[src/rtl/y86_pkg.sv]
// y86_pkg: shared constants and types for the handshaked y86 sequencer.
//   - opcode and mod-field constants for the supported instruction subset
//   - state_t: sequencer FSM states
//   - kind_t:  decoded instruction class
//   - decode_kind / instr_len: decode helpers shared by the datapath and FSM
package y86_pkg;

    localparam logic [7:0] OP_MOV_ST = 8'h89;
    localparam logic [7:0] OP_LD     = 8'h8B;
    localparam logic [7:0] OP_ADD    = 8'h01;
    localparam logic [7:0] OP_SUB    = 8'h29;
    localparam logic [7:0] OP_JNZ    = 8'h75;
    localparam logic [7:0] OP_HLT    = 8'hF4;

    localparam logic [1:0] MOD_REG   = 2'd3;
    localparam logic [1:0] MOD_DISP8 = 2'd1;

    typedef enum logic [2:0] {
        ST_FETCH  = 3'd0,
        ST_DECODE = 3'd1,
        ST_EXEC   = 3'd2,
        ST_MEM    = 3'd3,
        ST_WB     = 3'd4,
        ST_HALT   = 3'd5
    } state_t;

    typedef enum logic [2:0] {
        K_MOV     = 3'd0,
        K_STORE   = 3'd1,
        K_LOAD    = 3'd2,
        K_ADD     = 3'd3,
        K_SUB     = 3'd4,
        K_JNZ     = 3'd5,
        K_HALT    = 3'd6,
        K_ILLEGAL = 3'd7
    } kind_t;

    // Classify an opcode/mod pair; anything not listed is illegal.
    function automatic kind_t decode_kind(input logic [7:0] op, input logic [1:0] md);
        kind_t k;
        case (op)
            OP_MOV_ST: begin
                if (md == MOD_REG) begin
                    k = K_MOV;
                end else if (md == MOD_DISP8) begin
                    k = K_STORE;
                end else begin
                    k = K_ILLEGAL;
                end
            end
            OP_LD:   k = (md == MOD_DISP8) ? K_LOAD : K_ILLEGAL;
            OP_ADD:  k = K_ADD;
            OP_SUB:  k = K_SUB;
            OP_JNZ:  k = K_JNZ;
            OP_HLT:  k = K_HALT;
            default: k = K_ILLEGAL;
        endcase
        return k;
    endfunction

    // Instruction length in bytes.
    function automatic logic [1:0] instr_len(input kind_t k);
        logic [1:0] len;
        case (k)
            K_LOAD, K_STORE:      len = 2'd3;
            K_MOV, K_ADD,
            K_SUB, K_JNZ:         len = 2'd2;
            default:              len = 2'd1;
        endcase
        return len;
    endfunction

endpackage

[src/rtl/y86_regfile.sv]
// y86_regfile: 8 x DATA_W register file.
//   clk, rst           : clock, synchronous active-high reset (clears all entries)
//   ra, rb             : asynchronous read addresses
//   rdata_a, rdata_b   : asynchronous read data
//   we, wa, wd         : synchronous write port
module y86_regfile
    import y86_pkg::*;
#(
    parameter int DATA_W = 32
) (
    input  logic              clk,
    input  logic              rst,
    input  logic [2:0]        ra,
    input  logic [2:0]        rb,
    output logic [DATA_W-1:0] rdata_a,
    output logic [DATA_W-1:0] rdata_b,
    input  logic              we,
    input  logic [2:0]        wa,
    input  logic [DATA_W-1:0] wd
);

    logic [DATA_W-1:0] regs_r [0:7];

    // Register storage: reset clears, otherwise single write port.
    always_ff @(posedge clk) begin
        if (rst) begin
            for (int i = 0; i < 8; i++) begin
                regs_r[i] <= {DATA_W{1'b0}};
            end
        end else if (we) begin
            regs_r[wa] <= wd;
        end
    end

    assign rdata_a = regs_r[ra];
    assign rdata_b = regs_r[rb];

endmodule

[src/rtl/y86_seq_hs.sv]
// y86_seq_hs: multi-cycle y86 subset sequencer on a ready-handshaked bus.
//   clk, rst        : clock, synchronous active-high reset
//   bus_addr        : IP in FETCH, effective address in MEM, else 0
//   bus_rdata       : read data (instruction bytes little-endian in [31:0])
//   bus_wdata       : store data
//   bus_re, bus_we  : read / write request, held until bus_ready
//   bus_ready       : completes the current request in the same cycle
//   halted          : core sits in HALT
//   illegal         : sticky, HALT entered on an undecodable opcode
//   current_opcode  : IR[7:0]
// Optional build macro Y86_PERF_CNT_EN adds saturating counters:
//   perf_retired    : completed instructions (halt included)
//   perf_wait       : cycles with a request pending and bus_ready low
module y86_seq_hs
    import y86_pkg::*;
#(
    parameter int                DATA_W   = 32,
    parameter int                ADDR_W   = 32,
    parameter logic [ADDR_W-1:0] RESET_IP = {ADDR_W{1'b0}},
    parameter int                BASE_REG = 6
) (
    input  logic              clk,
    input  logic              rst,
    output logic [ADDR_W-1:0] bus_addr,
    input  logic [DATA_W-1:0] bus_rdata,
    output logic [DATA_W-1:0] bus_wdata,
    output logic              bus_re,
    output logic              bus_we,
    input  logic              bus_ready,
    output logic              halted,
    output logic              illegal,
    output logic [7:0]        current_opcode
`ifdef Y86_PERF_CNT_EN
    ,
    output logic [31:0]       perf_retired,
    output logic [31:0]       perf_wait
`endif
);

    localparam logic [2:0] BASE_IDX = BASE_REG[2:0];

    state_t            state_r;
    state_t            state_nx_s;
    logic [ADDR_W-1:0] ip_r;
    logic [23:0]       ir_r;      // byte 3 of the fetch word is never decoded
    logic [DATA_W-1:0] a_r;
    logic [DATA_W-1:0] b_r;
    logic [DATA_W-1:0] res_r;
    logic [ADDR_W-1:0] addr_r;
    logic              zf_r;
    logic              illegal_r;

    kind_t             kind_s;
    logic              is_mem_s;
    logic [2:0]        rd_s;
    logic [2:0]        rs_s;
    logic [DATA_W-1:0] disp_s;
    logic [ADDR_W-1:0] dist_s;
    logic [ADDR_W-1:0] len_s;
    logic [ADDR_W-1:0] next_ip_s;
    logic [DATA_W-1:0] alu_s;
    logic [DATA_W-1:0] rdata_a_s;
    logic [DATA_W-1:0] rdata_b_s;
    logic              rf_we_s;
    logic [2:0]        rf_wa_s;

    // IR is stable from DECODE through WB, so decode is recomputed each cycle.
    assign kind_s    = decode_kind(ir_r[7:0], ir_r[15:14]);
    assign is_mem_s  = (kind_s == K_LOAD) || (kind_s == K_STORE);
    assign rd_s      = ir_r[10:8];
    assign rs_s      = ir_r[13:11];
    assign disp_s    = {{(DATA_W-8){ir_r[23]}}, ir_r[23:16]};
    assign dist_s    = {{(ADDR_W-8){ir_r[15]}}, ir_r[15:8]};
    assign len_s     = {{(ADDR_W-2){1'b0}}, instr_len(kind_s)};
    // jnz offset is relative to the following instruction.
    assign next_ip_s = ip_r + len_s +
                       (((kind_s == K_JNZ) && !zf_r) ? dist_s : {ADDR_W{1'b0}});

    // ALU; sub is two's-complement add of the inverted operand.
    always_comb begin
        alu_s = b_r;
        case (kind_s)
            K_ADD:   alu_s = a_r + b_r;
            K_SUB:   alu_s = a_r + ~b_r + {{(DATA_W-1){1'b0}}, 1'b1};
            K_MOV:   alu_s = b_r;
            default: alu_s = b_r;
        endcase
    end

    assign rf_we_s = (state_r == ST_WB) && !rst;
    assign rf_wa_s = (kind_s == K_LOAD) ? rs_s : rd_s;

    y86_regfile #(.DATA_W(DATA_W)) u_regfile (
        .clk     (clk),
        .rst     (rst),
        .ra      (is_mem_s ? BASE_IDX : rd_s),
        .rb      (rs_s),
        .rdata_a (rdata_a_s),
        .rdata_b (rdata_b_s),
        .we      (rf_we_s),
        .wa      (rf_wa_s),
        .wd      (res_r)
    );

    // FSM state register.
    always_ff @(posedge clk) begin
        if (rst) begin
            state_r <= ST_FETCH;
        end else begin
            state_r <= state_nx_s;
        end
    end

    // FSM next-state logic.
    always_comb begin
        state_nx_s = state_r;
        case (state_r)
            ST_FETCH: begin
                if (bus_ready) begin
                    state_nx_s = ST_DECODE;
                end else begin
                    state_nx_s = ST_FETCH;
                end
            end
            ST_DECODE: begin
                if ((kind_s == K_HALT) || (kind_s == K_ILLEGAL)) begin
                    state_nx_s = ST_HALT;
                end else begin
                    state_nx_s = ST_EXEC;
                end
            end
            ST_EXEC: begin
                if (is_mem_s) begin
                    state_nx_s = ST_MEM;
                end else if (kind_s == K_JNZ) begin
                    state_nx_s = ST_FETCH;
                end else begin
                    state_nx_s = ST_WB;
                end
            end
            ST_MEM: begin
                if (!bus_ready) begin
                    state_nx_s = ST_MEM;
                end else if (kind_s == K_LOAD) begin
                    state_nx_s = ST_WB;
                end else begin
                    state_nx_s = ST_FETCH;
                end
            end
            ST_WB:   state_nx_s = ST_FETCH;
            ST_HALT: state_nx_s = ST_HALT;
            default: state_nx_s = ST_FETCH;
        endcase
    end

    // Bus request decode; reset suppresses any request immediately.
    always_comb begin
        bus_re    = 1'b0;
        bus_we    = 1'b0;
        bus_addr  = {ADDR_W{1'b0}};
        bus_wdata = {DATA_W{1'b0}};
        if (!rst) begin
            case (state_r)
                ST_FETCH: begin
                    bus_re   = 1'b1;
                    bus_addr = ip_r;
                end
                ST_MEM: begin
                    bus_addr = addr_r;
                    if (kind_s == K_STORE) begin
                        bus_we    = 1'b1;
                        bus_wdata = b_r;
                    end else begin
                        bus_re = 1'b1;
                    end
                end
                default: begin
                    bus_re = 1'b0;
                end
            endcase
        end else begin
            bus_re = 1'b0;
        end
    end

    // Datapath registers: IR, IP, operand latches, ZF and the illegal flag.
    always_ff @(posedge clk) begin
        if (rst) begin
            ip_r      <= RESET_IP;
            ir_r      <= 24'h000000;
            a_r       <= {DATA_W{1'b0}};
            b_r       <= {DATA_W{1'b0}};
            res_r     <= {DATA_W{1'b0}};
            addr_r    <= {ADDR_W{1'b0}};
            zf_r      <= 1'b0;
            illegal_r <= 1'b0;
        end else begin
            case (state_r)
                ST_FETCH: begin
                    if (bus_ready) begin
                        ir_r <= bus_rdata[23:0];
                    end
                end
                ST_DECODE: begin
                    a_r <= rdata_a_s;
                    b_r <= rdata_b_s;
                    if (kind_s == K_ILLEGAL) begin
                        illegal_r <= 1'b1;
                    end else if (kind_s != K_HALT) begin
                        ip_r <= next_ip_s;
                    end
                end
                ST_EXEC: begin
                    res_r  <= alu_s;
                    addr_r <= ADDR_W'(a_r + disp_s);
                    if ((kind_s == K_ADD) || (kind_s == K_SUB)) begin
                        zf_r <= (alu_s == {DATA_W{1'b0}});
                    end
                end
                ST_MEM: begin
                    if (bus_ready && (kind_s == K_LOAD)) begin
                        res_r <= bus_rdata;
                    end
                end
                default: begin
                    res_r <= res_r;
                end
            endcase
        end
    end

    assign halted         = (state_r == ST_HALT) && !rst;
    assign illegal        = illegal_r;
    assign current_opcode = ir_r[7:0];

`ifdef Y86_PERF_CNT_EN
    logic retire_s;
    logic wait_s;

    assign retire_s = (state_r == ST_WB) ||
                      ((state_r == ST_EXEC) && (kind_s == K_JNZ)) ||
                      ((state_r == ST_MEM) && bus_ready && (kind_s == K_STORE)) ||
                      ((state_r == ST_DECODE) && (kind_s == K_HALT));
    assign wait_s   = (bus_re || bus_we) && !bus_ready;

    // Saturating performance counters.
    always_ff @(posedge clk) begin
        if (rst) begin
            perf_retired <= 32'h00000000;
            perf_wait    <= 32'h00000000;
        end else begin
            if (retire_s && (perf_retired != 32'hFFFFFFFF)) begin
                perf_retired <= perf_retired + 32'd1;
            end
            if (wait_s && (perf_wait != 32'hFFFFFFFF)) begin
                perf_wait <= perf_wait + 32'd1;
            end
        end
    end
`endif

endmodule
[config.mk]
export PLATFORM = sky130hd
export DESIGN_NAME = y86_seq_hs
export DESIGN_NICKNAME = d
export VERILOG_FILES = /design/src/rtl/y86_pkg.sv /design/src/rtl/y86_regfile.sv /design/src/rtl/y86_seq_hs.sv
export SDC_FILE = /design/constraint.sdc
export NUM_CORES = 1
export LEC_CHECK = 0
export ABC_AREA = 1
export CAP_MARGIN = 5
export CORE_ASPECT_RATIO = 0.8
export CORE_MARGIN = 10
export CORE_UTILIZATION = 55
export DETAILED_ROUTE_END_ITERATION = 7
export HOLD_SLACK_MARGIN = 0.15
export PLACE_DENSITY = 0.73
export RECOVER_POWER = 50
export SLEW_MARGIN = 10
export SYNTH_ARGS = -nofsm -noshare
export SYNTH_HDL_FRONTEND = slang
export SYNTH_SLANG_ARGS = --single-unit
[constraint.sdc]
create_clock -name clk -period 4.6 [get_ports clk]
set_input_delay 1.38 -clock clk [delete_from_list [all_inputs] [get_ports clk]]
set_output_delay 1.38 -clock clk [all_outputs]
set_load 0.05 [all_outputs]
==> key figures <==
Run
  • Max-cap violations: 4

Power and ir drop
  • Lkg Pwr: 15.4 nW
  • Psw: 4.97 mW
  • Clock power frac: 32.0%
  • Internal power: 8.00 mW
  • Sw Share: 38.3%
  • Combinational power share: 31.6%
  • VDD IR-drop max: 0.277 mV
  • Sequential power share: 36.4%
  • Cell Pwr Density: 375 mW/mm²

Floorplanning
  • Std cell rows: 77
  • IO Count: 111
  • Initial core utilization: 55.7%
  • Die area: 0.0660 mm²
  • Die height: 232 µm
  • Core ar.: 0.0554 mm²
  • Die Span X: 285 µm

Logic synthesis
  • Synth area leader: edfxtp_1
  • Avg Cell Area, Syn: 6.85 µm²
  • Synth Instances: 4501
  • Commonest cells post-synth: nand2_1, inv_1, nand3_1, nor2_1, a21oi_1
  • Syn nets: 4694
  • Mapped cell area: 0.0308 mm²
  • Top cells by area, synth: edfxtp_1, dfxtp_1, nand2_1
  • EDFF count, synth: 256
  • Synth top area share: 24.9%
  • Ys flop type: edfxtp_1
  • Synth warnings: 0
  • Async set-or-reset flop fraction in the synthesized netlist: 0%
  • Yosys reg bits: 445
  • Yosys cell types: 45
  • Post-synthesis sequential area ratio: 37.2%
  • Most numerous cell in the Yosys netlist: nand2_1

Final layout
  • Area of the multi-input gates: 0.0158 mm²
  • Sequential cell area: 0.0115 mm²
  • Final non-filler cell area: 0.0346 mm²
  • Share of cells above drive strength 1: 5.51%
  • Post-layout nets: 4671
  • Fillers: 5092
  • Area grow syn2layout: 12.3%

Timing
  • Max_slew headroom: -34.8%
  • Final hold viol count: 0
  • Final Cycle Share: 94.8%
  • Pins Over Slew Limit: 298
  • Worst hold margin: 470 ps
  • Post-route setup TNS: 0 ps
  • Worst slew pin tran: 2020 ps
  • Setup ws final: 239 ps
  • Fin crit period: 4360 ps
  • F_max: 229 MHz
  • Setup violators final: 0
  • RSZ-0062 raised after global routing: false
  • Worst clock skew: 40.7 ps

GRT
  • Vias in the first global route: 27100
  • Largest net degree at the start of global routing: 109
  • Gr ovfl total: 0
  • First-pass GRT wire length: 164000 µm
  • Initial antenna violation count: 0
  • Gr usage total: 31.7%

Clocking
  • CTS max path bufs: 3
  • Clock buffer count from CTS: 47
  • Clock tree sinks: 445
  • H-tree depth: 2
  • CTS tree: built
  • Clock slew at reported path FFs: 60 ps
  • Worst-Skew Late Latency: 630 ps
  • Root Driver: clkbuf_16

Setup path
  • Cell mode on critical path: nand2_1
  • Worst path cell trace: inv_1 > nand2_1 > nor3_1 > nand2_1 > nand3_1 > nor2_1 > nand2_2 > nand2_2 > nor3_1 > buf_4 > nand2_1 > buf_4 > nor2_1 > buf_12
  • R2r endpoint: a_r[27]
  • Critical path capture point type: primary output
  • Max incr delay on CP: 330 ps
  • Arr. time, crit path: 2980 ps
  • CP Class: register to primary output
  • R2R Path Start: ir_r[5]
  • Crit Path Max Fanout: 33
  • Required time of the critical path: 3220 ps
  • Worst reg2reg path depth: 15
  • Critical Path Slowest Stage Cell: dfxtp_1
  • R2R Setup Slk: 340 ps
  • Crit start category: register

Routing
  • Via count: 30800
  • DRC viols: 0
  • Post-DR wirelength/cell: 20.6 µm
  • Detailed Routing Iterations Pass 1: 8
  • DR vias/cell: 5.85
  • Total Wirelength: 109000 µm
  • Iter 0 DRT Violations: 4077
  • Post-route ant nets: 0

Placement
  • Place WS: 406 ps
  • IO buf count: 110
  • Post-placement cell area: 0.0330 mm²
  • DP HPWL: 76000 µm
  • Gpl congestion: 1.06

Status
  • Result of the run: finished with violations
  • Failing checks: max-capacitance violations, max-slew violations

Hold path
  • Hold Crit Class: register to register
  • Worst hold stages: 2
  • Hold Path End: ir_r[18]
  • HP Start: ir_r[18]
-- critical path: cells and delay by family (launching register included) --
| kind | cells | cell delay (ps) |
|---|---|---|
| DFF | 1 | 330 |
| buffers and inverters | 4 | 690 |
| and+or+nand+nor | 10 | 1310 |
-- logic make-up (layout without fill, tap and decap cells) --
| family | count (synthesis) | after routing | synth area share, % |
|---|---|---|---|
| xor gates and xnor gates | 42 | 42 | 1.19 |
| DFF | 445 | 445 | 37.2 |
| buffers and inverters | 904 | 919 | 11.5 |
| other | 0 | 1 | 0 |
| adders and majority gates | 158 | 158 | 6.56 |
| and+or+nand+nor | 2048 | 2048 | 28.1 |
| AOI/OAI and AO/OA | 904 | 904 | 15.4 |
-- layout make-up --
class,count,area share [%]
multi-input combinational,3152,45.7
antenna,1,0.00723
tap,750,2.71
timing repair buffer,179,6.43
clock inverter,20,0.744
clock buffer,67,4.15
inverter,653,7.09
sequential,445,33.2
-- how the worst max path moves through the flow --
stage	depth (start not counted)	from	slack [ps]	end
detailed placement	6	rst	410	bus_addr[7]
floorplan	4	rst	50	bus_addr[20]
CTS	14	ir_r[3]	200	bus_wdata[4]
global placement	6	rst	410	bus_re
finish	14	ir_r[3]	240	bus_wdata[28]
global route	29	ir_r[2]	10	ip_r[25]
-- flip-flops by register name, indices dropped and copies added, names as in the netlist --
name	cells
res_r	32
u_regfile.regs_r	256
zf_r	1
ip_r	32
b_r	32
illegal	1
ir_r	24
a_r	32
state_r	3
addr_r	32
-- power by group through the flow --
stage	sequential, mW	clock, mW	combinational, mW
6_report	4.72	4.15	4.11
5_1_grt	4.73	4.32	4.48
4_1_cts	4.71	4.16	4.00
3_5_place_dp	4.79	0	3.98
3_3_place_gp	4.79	0	3.95
2_1_floorplan	4.64	0	2.76
-- routing by layer --
metal / global-route usage, % / routed length [µm] / share of wire [%] / up-vias
met2: 46.3 / 45000 / 41 / 1718
met5: 0 / 0 / 0 / -
met4: 11.2 / 3980 / 3.7 / 0
met3: 5.82 / 12000 / 11 / 236
li1: - / - / - / 14700
met1: 46.2 / 47600 / 44 / 14100
-- cell usage in the layout (no fill, tap or decap), types with 6 or more instances in the layout --
cell type / instances
a211oi_1: 6
a31oi_1: 35
o21bai_1: 13
inv_2: 7
clkdlybuf4s50_1: 37
nand3_1: 547
nand3b_1: 20
o211ai_1: 14
or2_2: 10
clkbuf_8: 8
nor2_1: 505
clkinv_2: 9
nand4_1: 23
edfxtp_1: 256
nand2_2: 13
fa_1: 6
a21oi_1: 406
buf_4: 45
clkbuf_1: 17
nor4_1: 7
xnor2_1: 23
inv_1: 640
nor3_1: 22
clkbuf_2: 14
clkinv_1: 7
ha_1: 152
xor2_1: 19
buf_12: 68
nand2_1: 885
clkbuf_16: 52
o21ai_0: 400
dfxtp_1: 186
-- through the flow --
stage | power (mW) | cells | utilization [%]
3_3_place_gp | 8.74 | 5176 | 59.6
3_5_place_dp | 8.77 | 5176 | 59.6
6_report | 13.0 | 5267 | 62.5
4_1_cts | 12.9 | 5263 | 62.7
5_1_grt | 13.5 | 5266 | 62.5
2_1_floorplan | 7.40 | 4501 | -
-- timing repair --
| item | 4_1_cts | 5_1_grt |
|---|---|---|
| hold buffers | 0 | 0 |
| setup endpoints to repair | 0 | 17 |
| setup buffers | 0 | 3 |
| resized for setup | 0 | 1 |
Note: power is estimated with default switching activity, not from simulation.
